### src/rtl/ldpc_pkg.sv
// Definitions shared by the LDPC encoder datapath: codeword geometry and the
// layout of an output-buffer FIFO entry.
package ldpc_pkg;

  localparam int unsigned CW_BITS  = 1024;
  localparam int unsigned BYTE_W   = 8;
  localparam int unsigned CW_BYTES = CW_BITS / BYTE_W;

  // FIFO entry is {eof, sof, byte}
  localparam int unsigned SOF_BIT  = 8;
  localparam int unsigned EOF_BIT  = 9;
  localparam int unsigned ENTRY_W  = EOF_BIT + 1;

endpackage

### src/rtl/codeword_out_buf_if.sv
// Valid/ready byte stream leaving the codeword output buffer, tagged with
// start/end-of-codeword markers.
interface codeword_out_buf_if;

  logic [7:0] m_data;
  logic       m_sof;
  logic       m_eof;
  logic       m_vld;
  logic       m_rdy;

  modport master (
    output m_data,
    output m_sof,
    output m_eof,
    output m_vld,
    input  m_rdy
  );

  modport slave (
    input  m_data,
    input  m_sof,
    input  m_eof,
    input  m_vld,
    output m_rdy
  );

endinterface

### src/rtl/sync_fifo.sv
// Single-clock show-ahead FIFO with async reset and sync clear; reports the
// accepted write/read strobes and the next-state occupancy to its owner.
module sync_fifo #(
  parameter int unsigned WIDTH = 10,
  parameter int unsigned DEPTH = 16,
  parameter int unsigned AW    = 4
) (
  input  logic             clk,
  input  logic             rst_n,
  input  logic             clr_n_i,
  input  logic             wr_en_i,
  input  logic [WIDTH-1:0] wr_data_i,
  input  logic             rd_en_i,
  output logic [WIDTH-1:0] rd_data_o,
  output logic             empty_o,
  output logic             wr_acc_o,
  output logic             rd_acc_o,
  output logic [AW:0]      count_next_o
);

  logic [WIDTH-1:0] mem_q [DEPTH];
  logic [AW-1:0]    wptr_q, wptr_d;
  logic [AW-1:0]    rptr_q, rptr_d;
  logic [AW:0]      cnt_q, cnt_d;
  logic             full;
  logic             empty;
  logic             wr_acc;
  logic             rd_acc;

  assign full  = (cnt_q == (AW+1)'(DEPTH));
  assign empty = (cnt_q == '0);

  // A pop in the same cycle frees the slot, so a full FIFO still takes the write.
  assign rd_acc = rd_en_i & ~empty;
  assign wr_acc = wr_en_i & (~full | rd_acc);

  always_comb begin
    wptr_d = wptr_q;
    rptr_d = rptr_q;
    cnt_d  = cnt_q;
    if (wr_acc) wptr_d = wptr_q + (AW)'(1);
    if (rd_acc) rptr_d = rptr_q + (AW)'(1);
    case ({wr_acc, rd_acc})
      2'b10:   cnt_d = cnt_q + (AW+1)'(1);
      2'b01:   cnt_d = cnt_q - (AW+1)'(1);
      default: cnt_d = cnt_q;
    endcase
  end

  always_ff @(posedge clk or negedge rst_n) begin
    if (!rst_n) begin
      wptr_q <= '0;
      rptr_q <= '0;
      cnt_q  <= '0;
    end else if (!clr_n_i) begin
      wptr_q <= '0;
      rptr_q <= '0;
      cnt_q  <= '0;
    end else begin
      wptr_q <= wptr_d;
      rptr_q <= rptr_d;
      cnt_q  <= cnt_d;
    end
  end

  always_ff @(posedge clk) begin
    if (wr_acc) mem_q[wptr_q] <= wr_data_i;
  end

  assign rd_data_o    = mem_q[rptr_q];
  assign empty_o      = empty;
  assign wr_acc_o     = wr_acc;
  assign rd_acc_o     = rd_acc;
  assign count_next_o = cnt_d;

endmodule

### src/rtl/codeword_out_buf.sv
// Buffers LDPC encoder output bytes, tags codeword boundaries, and streams them
// downstream with almost-full back-pressure, overflow flag and codeword count.
module codeword_out_buf
  import ldpc_pkg::*;
#(
  parameter int unsigned DEPTH     = 16,
  parameter int unsigned AW        = 4,
  parameter int unsigned AF_MARGIN = 4
) (
  input  logic                      clk,
  input  logic                      rst_n,
  input  logic                      rst_c,
  input  logic [7:0]                cw_byte,
  input  logic                      cw_vld,
  output logic                      cw_afull,
  codeword_out_buf_if.master        m,
  output logic [15:0]               frame_cnt,
  output logic                      ovf_err
);

  logic [6:0]         idx_q, idx_d;
  logic               ovf_q, ovf_d;
  logic [15:0]        frame_q, frame_d;
  logic               afull_q, afull_d;

  logic [ENTRY_W-1:0] wr_entry;
  logic [ENTRY_W-1:0] head;
  logic               empty;
  logic               wr_acc;
  logic               rd_acc;
  logic [AW:0]        cnt_next;
  logic               idx_last;

  assign idx_last = (idx_q == 7'(CW_BYTES - 1));

  always_comb begin
    wr_entry               = '0;
    wr_entry[BYTE_W-1:0]   = cw_byte;
    wr_entry[SOF_BIT]      = (idx_q == '0);
    wr_entry[EOF_BIT]      = idx_last;
  end

  sync_fifo #(
    .WIDTH (ENTRY_W),
    .DEPTH (DEPTH),
    .AW    (AW)
  ) u_fifo (
    .clk          (clk),
    .rst_n        (rst_n),
    .clr_n_i      (rst_c),
    .wr_en_i      (cw_vld),
    .wr_data_i    (wr_entry),
    .rd_en_i      (m.m_rdy),
    .rd_data_o    (head),
    .empty_o      (empty),
    .wr_acc_o     (wr_acc),
    .rd_acc_o     (rd_acc),
    .count_next_o (cnt_next)
  );

  always_comb begin
    idx_d   = idx_q;
    ovf_d   = ovf_q;
    frame_d = frame_q;
    // Index follows encoder timing even for dropped bytes to keep framing aligned.
    if (cw_vld) idx_d = idx_last ? '0 : idx_q + 7'd1;
    if (cw_vld && !wr_acc) ovf_d = 1'b1;
    if (rd_acc && head[EOF_BIT]) frame_d = frame_q + 16'd1;
    afull_d = (cnt_next >= (AW+1)'(DEPTH - AF_MARGIN));
  end

  always_ff @(posedge clk or negedge rst_n) begin
    if (!rst_n) begin
      idx_q   <= '0;
      ovf_q   <= 1'b0;
      frame_q <= '0;
      afull_q <= 1'b0;
    end else if (!rst_c) begin
      idx_q   <= '0;
      ovf_q   <= 1'b0;
      frame_q <= '0;
      afull_q <= 1'b0;
    end else begin
      idx_q   <= idx_d;
      ovf_q   <= ovf_d;
      frame_q <= frame_d;
      afull_q <= afull_d;
    end
  end

  // Stale RAM contents are masked so the outputs read zero whenever nothing is valid.
  assign m.m_vld  = ~empty;
  assign m.m_data = empty ? '0   : head[BYTE_W-1:0];
  assign m.m_sof  = empty ? 1'b0 : head[SOF_BIT];
  assign m.m_eof  = empty ? 1'b0 : head[EOF_BIT];

  assign cw_afull  = afull_q;
  assign frame_cnt = frame_q;
  assign ovf_err   = ovf_q;

endmodule

### src/flat_wrapper.sv
// flat-port wrapper written by rule: the top's interface ports become plain ports
module codeword_out_buf_flat import ldpc_pkg::*;
#(
  parameter int unsigned DEPTH     = 16,
  parameter int unsigned AW        = 4,
  parameter int unsigned AF_MARGIN = 4
)
  (clk, rst_n, rst_c, cw_byte, cw_vld, cw_afull, frame_cnt, ovf_err, m_m_data, m_m_sof, m_m_eof, m_m_vld, m_m_rdy);
  codeword_out_buf_if m_i ();
  input  logic clk;
  input  logic rst_n;
  input  logic rst_c;
  input  logic [7:0] cw_byte;
  input  logic cw_vld;
  output logic cw_afull;
  output logic [15:0] frame_cnt;
  output logic ovf_err;
  output wire logic [$bits(m_i.m_data)-1:0] m_m_data;
  output wire logic [$bits(m_i.m_sof)-1:0] m_m_sof;
  output wire logic [$bits(m_i.m_eof)-1:0] m_m_eof;
  output wire logic [$bits(m_i.m_vld)-1:0] m_m_vld;
  input wire logic [$bits(m_i.m_rdy)-1:0] m_m_rdy;
  assign m_m_data = m_i.m_data;
  assign m_m_sof = m_i.m_sof;
  assign m_m_eof = m_i.m_eof;
  assign m_m_vld = m_i.m_vld;
  assign m_i.m_rdy = m_m_rdy;
  codeword_out_buf #(.DEPTH(DEPTH), .AW(AW), .AF_MARGIN(AF_MARGIN)) u_core (.clk(clk), .rst_n(rst_n), .rst_c(rst_c), .cw_byte(cw_byte), .cw_vld(cw_vld), .cw_afull(cw_afull), .m(m_i), .frame_cnt(frame_cnt), .ovf_err(ovf_err));
endmodule
### config.mk
export PLATFORM = sky130hd
export DESIGN_NAME = codeword_out_buf_flat
export DESIGN_NICKNAME = d
export VERILOG_FILES = /design/src/rtl/ldpc_pkg.sv /design/src/rtl/codeword_out_buf_if.sv /design/src/rtl/sync_fifo.sv /design/src/rtl/codeword_out_buf.sv /design/src/flat_wrapper.sv
export SDC_FILE = /design/constraint.sdc
export NUM_CORES = 1
export LEC_CHECK = 0
export CAP_MARGIN = 20
export CORE_MARGIN = 2
export CORE_UTILIZATION = 35
export CTS_CLUSTER_SIZE = 30
export DETAILED_ROUTE_END_ITERATION = 8
export HOLD_SLACK_MARGIN = 0.08
export PLACE_DENSITY = 0.48
export SKIP_LAST_GASP = 1
export SYNTH_ARGS = -nofsm -noshare
export SYNTH_HDL_FRONTEND = slang
export SYNTH_SLANG_ARGS = --single-unit
### constraint.sdc
create_clock -name clk -period 4.16 [get_ports clk]
set_input_delay 0.624 -clock clk [delete_from_list [all_inputs] [get_ports clk]]
set_output_delay 0.624 -clock clk [all_outputs]
set_load 0.01 [all_outputs]
* Yosys cells after proc, flatten, opt, wreduce, memory -nomap -nowiden *
Memory sizes are Yosys's and may differ from the RTL's.
Cells that the tools add are included.

storage, ports and cells
  bits in registers = 38
  memories kept = 1
  memory bits (writable) = 160
  bits of input ports = 13
  output and inout port bits = 29

operators by class
  reductions and logical operators = 5
  multiplexer cells = 19
  add/subtract/negate cells = 6
  bitwise logic cells = 5
  order comparisons = 1
  equal/unequal tests = 9

memories
  memory               words  bits a word  rd ports  clocked after Yosys merged registers in  wr ports  line             text
  u_core.u_fifo.mem_q  16     10           1         0                                        1         sync_fifo.sv:21  logic [WIDTH-1:0] mem_q [DEPTH];

operators with widths
  operator                                                                count
  16-bit two-way mux                                                      2
  7-bit two-way mux                                                       3
  16-bit by 1-bit adder with 16-bit output (second input constant)        1
  4-bit two-way mux                                                       4
  2-bit by 1-bit != test with 1-bit output (second input constant)        5
  5-bit case mux with 2 select lines                                      1
  4-bit by 1-bit adder with 4-bit output (second input constant)          2
  8-bit two-way mux                                                       1
  7-bit by 1-bit adder with 7-bit output (second input constant)          1
  7-bit == test (second input constant)                                   1
  7-bit logical NOT                                                       1
  1-bit two-way mux                                                       7
  5-bit by 1-bit adder with 5-bit output (second input constant)          1
  5-bit == test (second input constant)                                   1
  5-bit by 4-bit >= comparator with 1-bit output (second input constant)  1
  5-bit logical NOT                                                       1
  5-bit two-way mux                                                       1
  5-bit by 1-bit subtractor with 5-bit output (second input constant)     1
  1-bit bitwise AND                                                       2
  2-bit by 1-bit == test with 1-bit output (second input constant)        1
  2-bit == test (second input constant)                                   1
  1-bit logical AND                                                       2
  1-bit inverter                                                          2
  1-bit logical NOT                                                       1
  1-bit bitwise OR                                                        1

* Depth between registers and ports, before layout *
Gate-level depths: netlist of run 1.

  word-level depth = 9
  mapped depth = 10
  depth with buffers taken out = 9

* Modules after synthesis *
Synthesis of run 1 repeated with hierarchy kept, for this count alone.

second synthesis, totals
  cell total of the unflattened synthesis = 517
  area, all modules = 8359.3 µm²

modules (own cells, without submodules)
  module            cells an instance  times used  sequential area each (µm²)  area each (µm²)
  sync_fifo         374                1           5129.9                      7041.8
  codeword_out_buf  143                1           625.6                       1317.5

* Least setup slack after synthesis of run 1 *
No wires, ideal clock.

  path kind = reg-to-output
  start point = register u_core.u_fifo.rptr_q[0]
  end point = output m_m_sof
  arrival = 2.053 ns
  buffers on the path = 3
  required time = 3.536 ns
  setup slack = 1.483 ns
  cell stages (with the launch flop) = 7
  cells stage by stage = dfrtp_1 -> buf_6 -> buf_4 -> buf_4 -> mux4_2 -> mux4_2 -> nor2b_1

between the ends
  longest elaborated chain between the ends = 2

ends and longest elaborated chain
  what                     line                    text
  from (decl)              sync_fifo.sv:23         logic [AW-1:0] rptr_q, rptr_d;
  from (signal assigned)   sync_fifo.sv:61         rptr_q <= rptr_d;
  memory read 16 x 10 bit  -
  1-bit two-way mux        codeword_out_buf.sv:94  assign m.m_sof = empty ? 1'b0 : head[SOF_BIT];
  to (decl)                flat_wrapper.sv:19      output wire logic [$bits(m_i.m_sof)-1:0] m_m_sof;

Every way passes these cells.

* Worst setup path after layout of run 1 *
  start point = register u_core.u_fifo.rptr_q[2]
  end point = output m_m_eof

between the ends
  longest elaborated chain between the ends = 2

ends and longest elaborated chain
  what                     line                    text
  memory read 16 x 10 bit  -
  1-bit two-way mux        codeword_out_buf.sv:95  assign m.m_eof = empty ? 1'b0 : head[EOF_BIT];
  to (decl)                flat_wrapper.sv:20      output wire logic [$bits(m_i.m_eof)-1:0] m_m_eof;

Every way passes these cells.

==> metrics.txt, run 1 <==
status finished clean; Switch Pwr 1.56 mW; Placement Cell Area 9520 um2; grt total ovfl 0; Cells after Synth 523; hold_buf cts 0; synth warn 0; CP arrival 3.07 ns; critical path type flip-flop to output pin; Worst-Margin Slew 0.923 ns; Post-CTS Setup Bufs 0; Starting Density 35.5%; sequential share of the synthesized area 67.1%; Crit path max-delay family flip-flops; Commonest cells post-synth 160 x edfxtp_1, 45 x mux4_2, 38 x dfrtp_1, 29 x nand2_1, 29 x nor2_1; clk root buf clkbuf_16; Post-Route Setup TNS 0 ns; overall power 5.28 mW; Setup violations, final 0; Resized cells post-CTS 0; top_reg_cell synth edfxtp_1; Die W 161 um; EDFF count, synth 160; Reg clk slew, reported paths 0.08 ns; final net count 611; pin count of the biggest net entering global routing 39; vias after detailed routing 4657; fin area 10100 um2; RSZ-0062 raised after global routing false; vias in the first global route 4806; sequential cell fraction of total power 43.0%; Int Pwr 3.72 mW; drt drc 0; minimum clock period 3.70 ns; most area-hungry cell type in the Yosys netlist edfxtp_1; area added between synthesis and finish 18.0%; Fin. Hold Viols 0; Synth async-reset ratio 19.2%; CP max FO 14; syn_nets 548; TritonCTS clock tree yes; Netlist cell types 55; H-tree depth 4; Clk pwr share 30.4%; die area 25800 um2; slowest cell delay on critical path 0.82 ns; total global-route track usage 15.3%; WP data required 3.54 ns; critical path, cell by cell nor2b_1 > a221o_1 > or2_0 > a21oi_1 > clkdlybuf4s50_1; Avg Cell Area, Syn 16.4 um2; DRT iter0 DRCs 292; DR WL/cell 20.2 um; period utilization 88.9%; Fmax 0.270 GHz; most numerous cell in the Yosys netlist edfxtp_1; Comb power frac 26.6%; Syn Std Cell Area 8570 um2; pwr/cell area 522 nW/um2; Post-Route WL 18700 um; first-pass GRT wire length 29200 um; I/O Buffers 41; Final Slew Violations 0; post-DP HPWL 11800 um; Clock Skews 0.0131 ns; Std-Cell Rows 57; worst skew pair latency 0.43 ns; post-synth top area share 56.0%; clk sinks 198; Routed Antenna Nets 0; Leakage 3.44 nW; share of layout cells above drive strength 1 20.9%; Worst Path Buf+Inv 1; CP startpoint kind flip-flop; Peak VDD IR 0.255 mV; I/O pin total 42; Yosys reg bits 198; gpl congestion 0.806; hold crit path type primary input to asynchronous set/reset pin; Worst path slowest cell dfrtp_1; drt first pass iters 4; Worst setup EP type output pin; Sw Ratio 29.6%; Final Util 41.8%; vias per inst 5.04; relative slew slack 38.5%; Num CTS Buffers 17; chip height 161 um; Max Cap Viol 0; Synth area leaders edfxtp_1 56%, mux4_2 12%, dfrtp_1 11%; initial antenna violation count 1; Hold Slack 0.320 ns; CTS max path bufs 2; core region area 24200 um2
## power groups by stage
stage,logic [mW],registers [mW],clock network [mW]
floorplan,0.942,2.29,0
global placement,1.43,2.31,0
detailed placement,1.44,2.32,0
CTS,1.44,2.27,1.65
global route,1.53,2.28,1.73
finish,1.40,2.27,1.60
## per-stage QoR
stage / instances / setup slack, ns
floorplan: 523 / 1.48
global route: 923 / 0.288
global placement: 890 / 0.937
CTS: 922 / 0.409
detailed placement: 890 / 0.881
finish: 924 / 0.461
## layout make-up
type / instances / area, um2
timing repair buffer: 69 / 628
tap: 324 / 405
inverter: 20 / 75.1
multi-input combinational: 280 / 2660
antenna: 1 / 2.50
clock inverter: 15 / 160
fill: 2205 / 14100
sequential: 198 / 5760
clock buffer: 17 / 425
## path summary, 6_finish.rpt
kind                                          from                       to  slack (ns)  cells after the start
hold reg to reg                     u_core.ovf_err           u_core.ovf_err        0.52                      2
setup / recovery           u_core.u_fifo.rptr_q[2]                  m_m_eof        0.46                      5
max in group asynchronous                    rst_n  u_core.u_fifo.rptr_q[0]        3.19                      1
hold / removal                               rst_n      u_core.frame_cnt[8]        0.32                      1
setup reg to reg           u_core.u_fifo.rptr_q[2]     u_core.frame_cnt[15]        1.50                      5
min in group clk                    u_core.ovf_err           u_core.ovf_err        0.52                      2
## placed cells by master (no fill, tap or decap), drive strengths merged, types with 12 or more instances in the layout
cell	n
buf	29
nand2b	13
mux4	45
mux2i	23
nor2b	16
clkdlybuf4s50	40
a21oi	12
inv	27
nor2	29
nand2	29
nor3	15
dfrtp	38
edfxtp	160
clkbuf	17
## sequential cells by signal, indices dropped and copies added, names as in the netlist
register,cells
u_core.u_fifo.mem_q,160
u_core.u_fifo.rptr_q,4
u_core.u_fifo.wptr_q,4
u_core.idx_q,7
u_core.frame_cnt,16
u_core.u_fifo.cnt_q,5
u_core.ovf_err,1
u_core.cw_afull,1
## metal layers
layer	GRT usage (%)	wire length, um	up-vias
met1	21.2	8700	2426
met2	24.7	9230	65
met4	3.07	101	0
met3	3.64	626	8
li1	-	-	2158
met5	0	0	-
## worst register-to-register path, stage by stage, from the launching register on
cell and delay, ns:
dfrtp_1 0.82, nor2b_1 0.14, a221o_1 0.39, or2_0 0.48, a2111oi_2 0.54, mux2i_1 0.23
## cell families (layout without fill, tap and decap cells)
group / Yosys count / in the layout / synth area share, %
other: 0 / 1 / 0
muxes: 69 / 69 / 14.6
adders and majority gates: 12 / 12 / 1.84
and+or+nand+nor: 135 / 135 / 8.11
buffers and inverters: 45 / 121 / 2.29
DFF: 198 / 198 / 67.1
AOI/OAI and AO/OA: 53 / 53 / 4.86
xor gates and xnor gates: 11 / 11 / 1.12
(Power assumes the default switching activity.)
==> inputs of run 2 (changes only) <==
Settings changed: CORE_MARGIN 2 to default, CORE_UTILIZATION 35 to 60, PLACE_DENSITY 0.48 to 0.76.
==> run 2 against run 1 <==
  * Final area decreased by 2.8%
  * Combinational power barely moved
  * Worst hold slack got worse by 0.022 ns
  * Clock skew is essentially flat
  * Via count up 2.2%
  * Die area decreased by 43%
  * Maximum frequency rose by 0.82%
  * Flip-flop and latch count did not move
  * Sequential share of layout area grew 1.6 points
  * Critical path depth is the same
  * Cell count is 17% lower
  * Non-clock buffer count decreased by 9
==> metrics.txt, run 2 (synthesized netlist as in run 1, its figures left out) <==
hold_buf cts 0 (unchanged); CP arrival 3.04 ns (-0.03 ns); Leakage 3.38 nW (-1.7%); clk root buf clkbuf_16; Reg clk slew, reported paths 0.07 ns (about the same); Switch Pwr 1.48 mW (-5.1%); Post-Route WL 16600 um (-11%); pwr/cell area 536 nW/um2 (+2.6%); pin count of the biggest net entering global routing 48 (+23%); CTS max path bufs 2 (unchanged); vias after detailed routing 4760 (+2.2%); Reg2Reg Depth 8 (+3); flop2flop setup slack 1.00 ns (-0.50 ns); fin area 9830 um2 (-2.8%); TritonCTS clock tree yes; Worst setup EP type output pin; Resized cells post-CTS 0 (unchanged); Post-Route Setup TNS 0 ns (unchanged); Num CTS Buffers 17 (unchanged); sequential cell fraction of total power 43.3% (+0.3 points); DR WL/cell 21.5 um (+6.5%); vias per inst 6.18 (+23%); grt total ovfl 0 (unchanged); Worst R2R Start u_core.u_fifo.cnt_q[1]; area added between synthesis and finish 14.7%; initial antenna violation count 0 (-1); Worst-Margin Slew 1.03 ns (+0.103 ns); Routed Antenna Nets 0 (unchanged); Post-CTS Setup Bufs 0 (unchanged); commonest non-fill, non-tap cell in the layout edfxtp_1; status finished clean; post-DP HPWL 10700 um (-9.8%); Clock Skews 0.0131 ns (-0.0000410 ns); total global-route track usage 24.8% (+9.6 points); most flop-heavy register u_core.u_fifo.mem_q; Clk pwr share 30.7% (+0.3 points); vias in the first global route 4678 (-2.7%); Final Slew Violations 0 (unchanged); relative slew slack 31.2% (-7.3 points); I/O pin total 42 (unchanged); Sw Ratio 28.1% (-1.4 points); minimum clock period 3.67 ns (-0.0301 ns); Std-Cell Rows 43 (-25%); WP data required 3.54 ns (about the same); CP max FO 27 (+13); first-pass GRT wire length 26300 um (-10%); DRT iter0 DRCs 543 (+86%); share of layout cells above drive strength 1 18.0% (-2.9 points); I/O Buffers 41 (unchanged); Die W 122 um (-24%); worst skew pair latency 0.44 ns (about the same); Fin. Hold Viols 0 (unchanged); Int Pwr 3.79 mW (+1.8%); H-tree depth 4 (unchanged); drt first pass iters 4 (unchanged); period utilization 88.2% (-0.72 points); gpl congestion 0.885 (+9.9%); die area 14800 um2 (-43%); Max Cap Viol 0 (unchanged); clk sinks 198 (unchanged); hold crit path type primary input to asynchronous set/reset pin; worst r2r dst u_core.cw_afull; critical path type flip-flop to output pin; max FFs per register 160 (unchanged); Placement Cell Area 9250 um2 (-2.8%); Fmax 0.273 GHz (+0.82%); CP startpoint kind flip-flop; Starting Density 61.5% (+26 points); Peak VDD IR 0.353 mV (+39%); final net count 602 (-1.5%); chip height 122 um (-24%); ant diodes 0 (-1); commonest non-fill, non-tap cells in the layout 160 x edfxtp_1, 45 x mux4_2, 40 x clkdlybuf4s50_1; Comb power frac 26.0% (-0.6 points); Setup violations, final 0 (unchanged); RSZ-0062 raised after global routing false; core region area 13900 um2 (-42%); drt drc 0 (unchanged)
==> run 2: power by group through the flow <==
stage | Clock [mW] | Sequential, mW | Combinational [mW]
after floorplan | 0 | 2.29 | 0.942
after global placement | 0 | 2.31 | 1.34
after detailed placement | 0 | 2.32 | 1.36
after CTS | 1.63 | 2.28 | 1.38
after global routing | 1.70 | 2.29 | 1.49
final | 1.62 | 2.28 | 1.37
==> run 2: area by class of cell <==
cell class	instances	area, um2
clock buffers	17	425
clock inverters	15	151
fillers	859	4100
inverters	20	75.1
multi-input cells	280	2630
flip-flops and latches	198	5760
well taps	180	225
repair buffers	60	573
==> run 2: per-stage QoR <==
step / worst slack [ns] / instances / util, % / power, mW / hold slack [ns]
after global routing: 0.347 / 770 / 70.6 / 5.48 / 0.383
after floorplan: 1.48 / 523 / - / 3.23 / 0.328
final: 0.491 / 770 / 70.6 / 5.27 / 0.298
after CTS: 0.478 / 769 / 70.5 / 5.30 / 0.329
after detailed placement: 0.810 / 737 / 66.4 / 3.68 / 0.508
after global placement: 0.900 / 737 / 66.4 / 3.65 / 0.502
==> run 2: worst max-delay path by stage <==
stage	from	to	cells after the start
after CTS	u_core.u_fifo.rptr_q[1]	m_m_data[2]	5
after detailed placement	m_m_rdy	u_core.cw_afull	9
after global routing	u_core.u_fifo.rptr_q[1]	m_m_eof	5
final	u_core.u_fifo.rptr_q[1]	m_m_data[2]	5
after global placement	m_m_rdy	u_core.cw_afull	9
after floorplan	u_core.u_fifo.rptr_q[0]	m_m_sof	6
==> run 2: layer usage <==
layer	global-route usage, %	part of all wire, %
met5	0	0
met4	8.64	1.6
met3	5.10	5.8
met2	36.1	47
met1	37.9	45
==> run 2: critical path: stages (launching register included) <==
cell	delay, ns
dfrtp_1	0.80
buf_12	0.28
mux4_2	0.37
mux4_2	0.49
nor2b_1	0.17
clkdlybuf4s50_1	0.48
==> inputs of run 3 (changes only) <==
--- a/constraint.sdc
+++ b/constraint.sdc
@@ -3,2 +3,2 @@
 set_output_delay 0.624 -clock clk [all_outputs]
-set_load 0.01 [all_outputs]
+set_load 0.005 [all_outputs]
==> run 3 against run 2 <==
  * Global-route usage increased by 0.71 points
  * Largest cell class unchanged
  * Total power decreased by 1.2%
  * Register-to-register slack improved by 0.51 ns
==> metrics.txt, run 3 (synthesized netlist as in run 1, its figures left out) <==
status finished clean; hold_buf cts 0 (unchanged); ant diodes 0 (unchanged); Reg clk slew, reported paths 0.07 ns (about the same); Peak VDD IR 0.297 mV (-16%); drt drc 0 (unchanged); core region area 13900 um2 (unchanged); commonest non-fill, non-tap cell in the layout edfxtp_1; pwr/cell area 529 nW/um2 (-1.3%); met1 Usage GRT 36.1% (-1.8 points); met2 Use GR 40.2% (+4.2 points); commonest non-fill, non-tap cells in the layout 160 x edfxtp_1, 45 x mux4_2, 40 x clkdlybuf4s50_1; WP data required 3.54 ns (about the same); vias after detailed routing 4844 (+1.8%); Clock Skews 0.00765 ns (-0.00545 ns); drt first pass iters 5 (+1); die area 14800 um2 (unchanged); I/O Buffers 41 (unchanged); Num CTS Buffers 17 (unchanged); H-tree depth 4 (unchanged); pin count of the biggest net entering global routing 39 (-19%); critical path type flip-flop to output pin; CP arrival 3.14 ns (+0.10 ns); Worst setup EP type output pin; DRT iter0 DRCs 647 (+19%); Starting Density 61.5% (unchanged); Leakage 3.40 nW (+0.49%); grt total ovfl 0 (unchanged); TritonCTS clock tree yes; worst skew pair latency 0.44 ns (about the same); most flop-heavy register u_core.u_fifo.mem_q; I/O pin total 42 (unchanged); first-pass GRT wire length 26700 um (+1.4%); initial antenna violation count 0 (unchanged); Std-Cell Rows 43 (unchanged); Post-Route WL 17500 um (+5.4%); CP max FO 14 (-48%); final net count 607 (+0.83%); Resized cells post-CTS 0 (unchanged); area added between synthesis and finish 14.8% (about the same); Die W 122 um (unchanged); DR WL/cell 22.5 um (+4.9%); Post-Route Setup TNS 0 ns (unchanged); grt peak-use layer met2; Routed Antenna Nets 0 (unchanged); gpl congestion 0.864 (-2.4%); minimum clock period 3.76 ns (+0.0912 ns); clk root buf clkbuf_16; period utilization 90.4% (+2.2 points); Fmax 0.266 GHz (-2.4%); clk sinks 198 (unchanged); relative slew slack 28.6% (-2.6 points); RSZ-0062 raised after global routing false; share of layout cells above drive strength 1 18.5% (+0.55 points); Post-CTS Setup Bufs 0 (unchanged); met3 usage 5.24% (+0.14 points); total global-route track usage 25.5% (+0.71 points); Fin. Hold Viols 0 (unchanged); hold crit path type primary input to asynchronous set/reset pin; vias per inst 6.26 (+1.2%); chip height 122 um (unchanged); CP startpoint kind flip-flop; vias in the first global route 4817 (+3.0%); post-DP HPWL 10700 um (+0.59%); Setup violations, final 0 (unchanged); Hold Slack 0.300 ns (+0.00192 ns); max FFs per register 160 (unchanged); Worst-Margin Slew 1.07 ns (+0.0413 ns); Max Cap Viol 0 (unchanged); CTS max path bufs 2 (unchanged); Final Slew Violations 0 (unchanged)
-- run 3: changes by cell type in the layout (fill, tap and decap cells not counted), sizes merged --
cell and delta:
bufinv -1, buf +5, clkinvlp -1, clkinv +1
-- run 3: layer usage --
layer	part of all wire, %	up-vias
met5	0	-
met4	1.8	0
met3	5.5	26
met2	51	159
met1	42	2520
li1	-	2139
-- run 3: cell type report --
type	count	area, um2
fill	875	4090
multi-input combinational	280	2620
clock inverter	14	126
tap	180	225
timing repair buffer	65	611
clock buffer	17	425
sequential	198	5760
inverter	20	75.1
-- run 3: worst paths after layout --
kind	endpoint	startpoint	slack (ns)	depth (start not counted)
worst max register to register	u_core.frame_cnt[15]	u_core.u_fifo.rptr_q[2]	1.51	5
worst max-delay path	m_m_eof	u_core.u_fifo.rptr_q[2]	0.40	5
min in group clk	u_core.ovf_err	u_core.ovf_err	0.53	2
worst min-delay path	u_core.frame_cnt[10]	rst_n	0.30	1
worst min register to register	u_core.ovf_err	u_core.ovf_err	0.53	2
max in group asynchronous	u_core.u_fifo.rptr_q[0]	rst_n	3.24	1
-- run 3: per-stage QoR --
step	instances	power (mW)	utilization, %	cell area (um2)	setup slack [ns]
after floorplan	523	3.20	-	8570	1.50
after global placement	743	3.65	66.7	9290	0.951
after detailed placement	743	3.69	66.7	9290	0.835
after CTS	774	5.24	70.6	9840	0.396
after global routing	774	5.41	70.6	9840	0.324
final	774	5.20	70.6	9840	0.400
-- run 3: critical path, stage by stage, from the launching register on --
cell,delay [ns]
dfrtp_1,0.82
nor2b_1,0.14
a221o_1,0.39
or2_0,0.46
a21oi_1,0.32
clkdlybuf4s50_1,0.57
-- run 3: where the power goes --
part,switching [mW],total (mW),internal (mW)
Clock,0.729,1.56,0.828
Sequential,0.0971,2.31,2.21
Combinational,0.614,1.34,0.721
Total,1.44,5.20,3.76
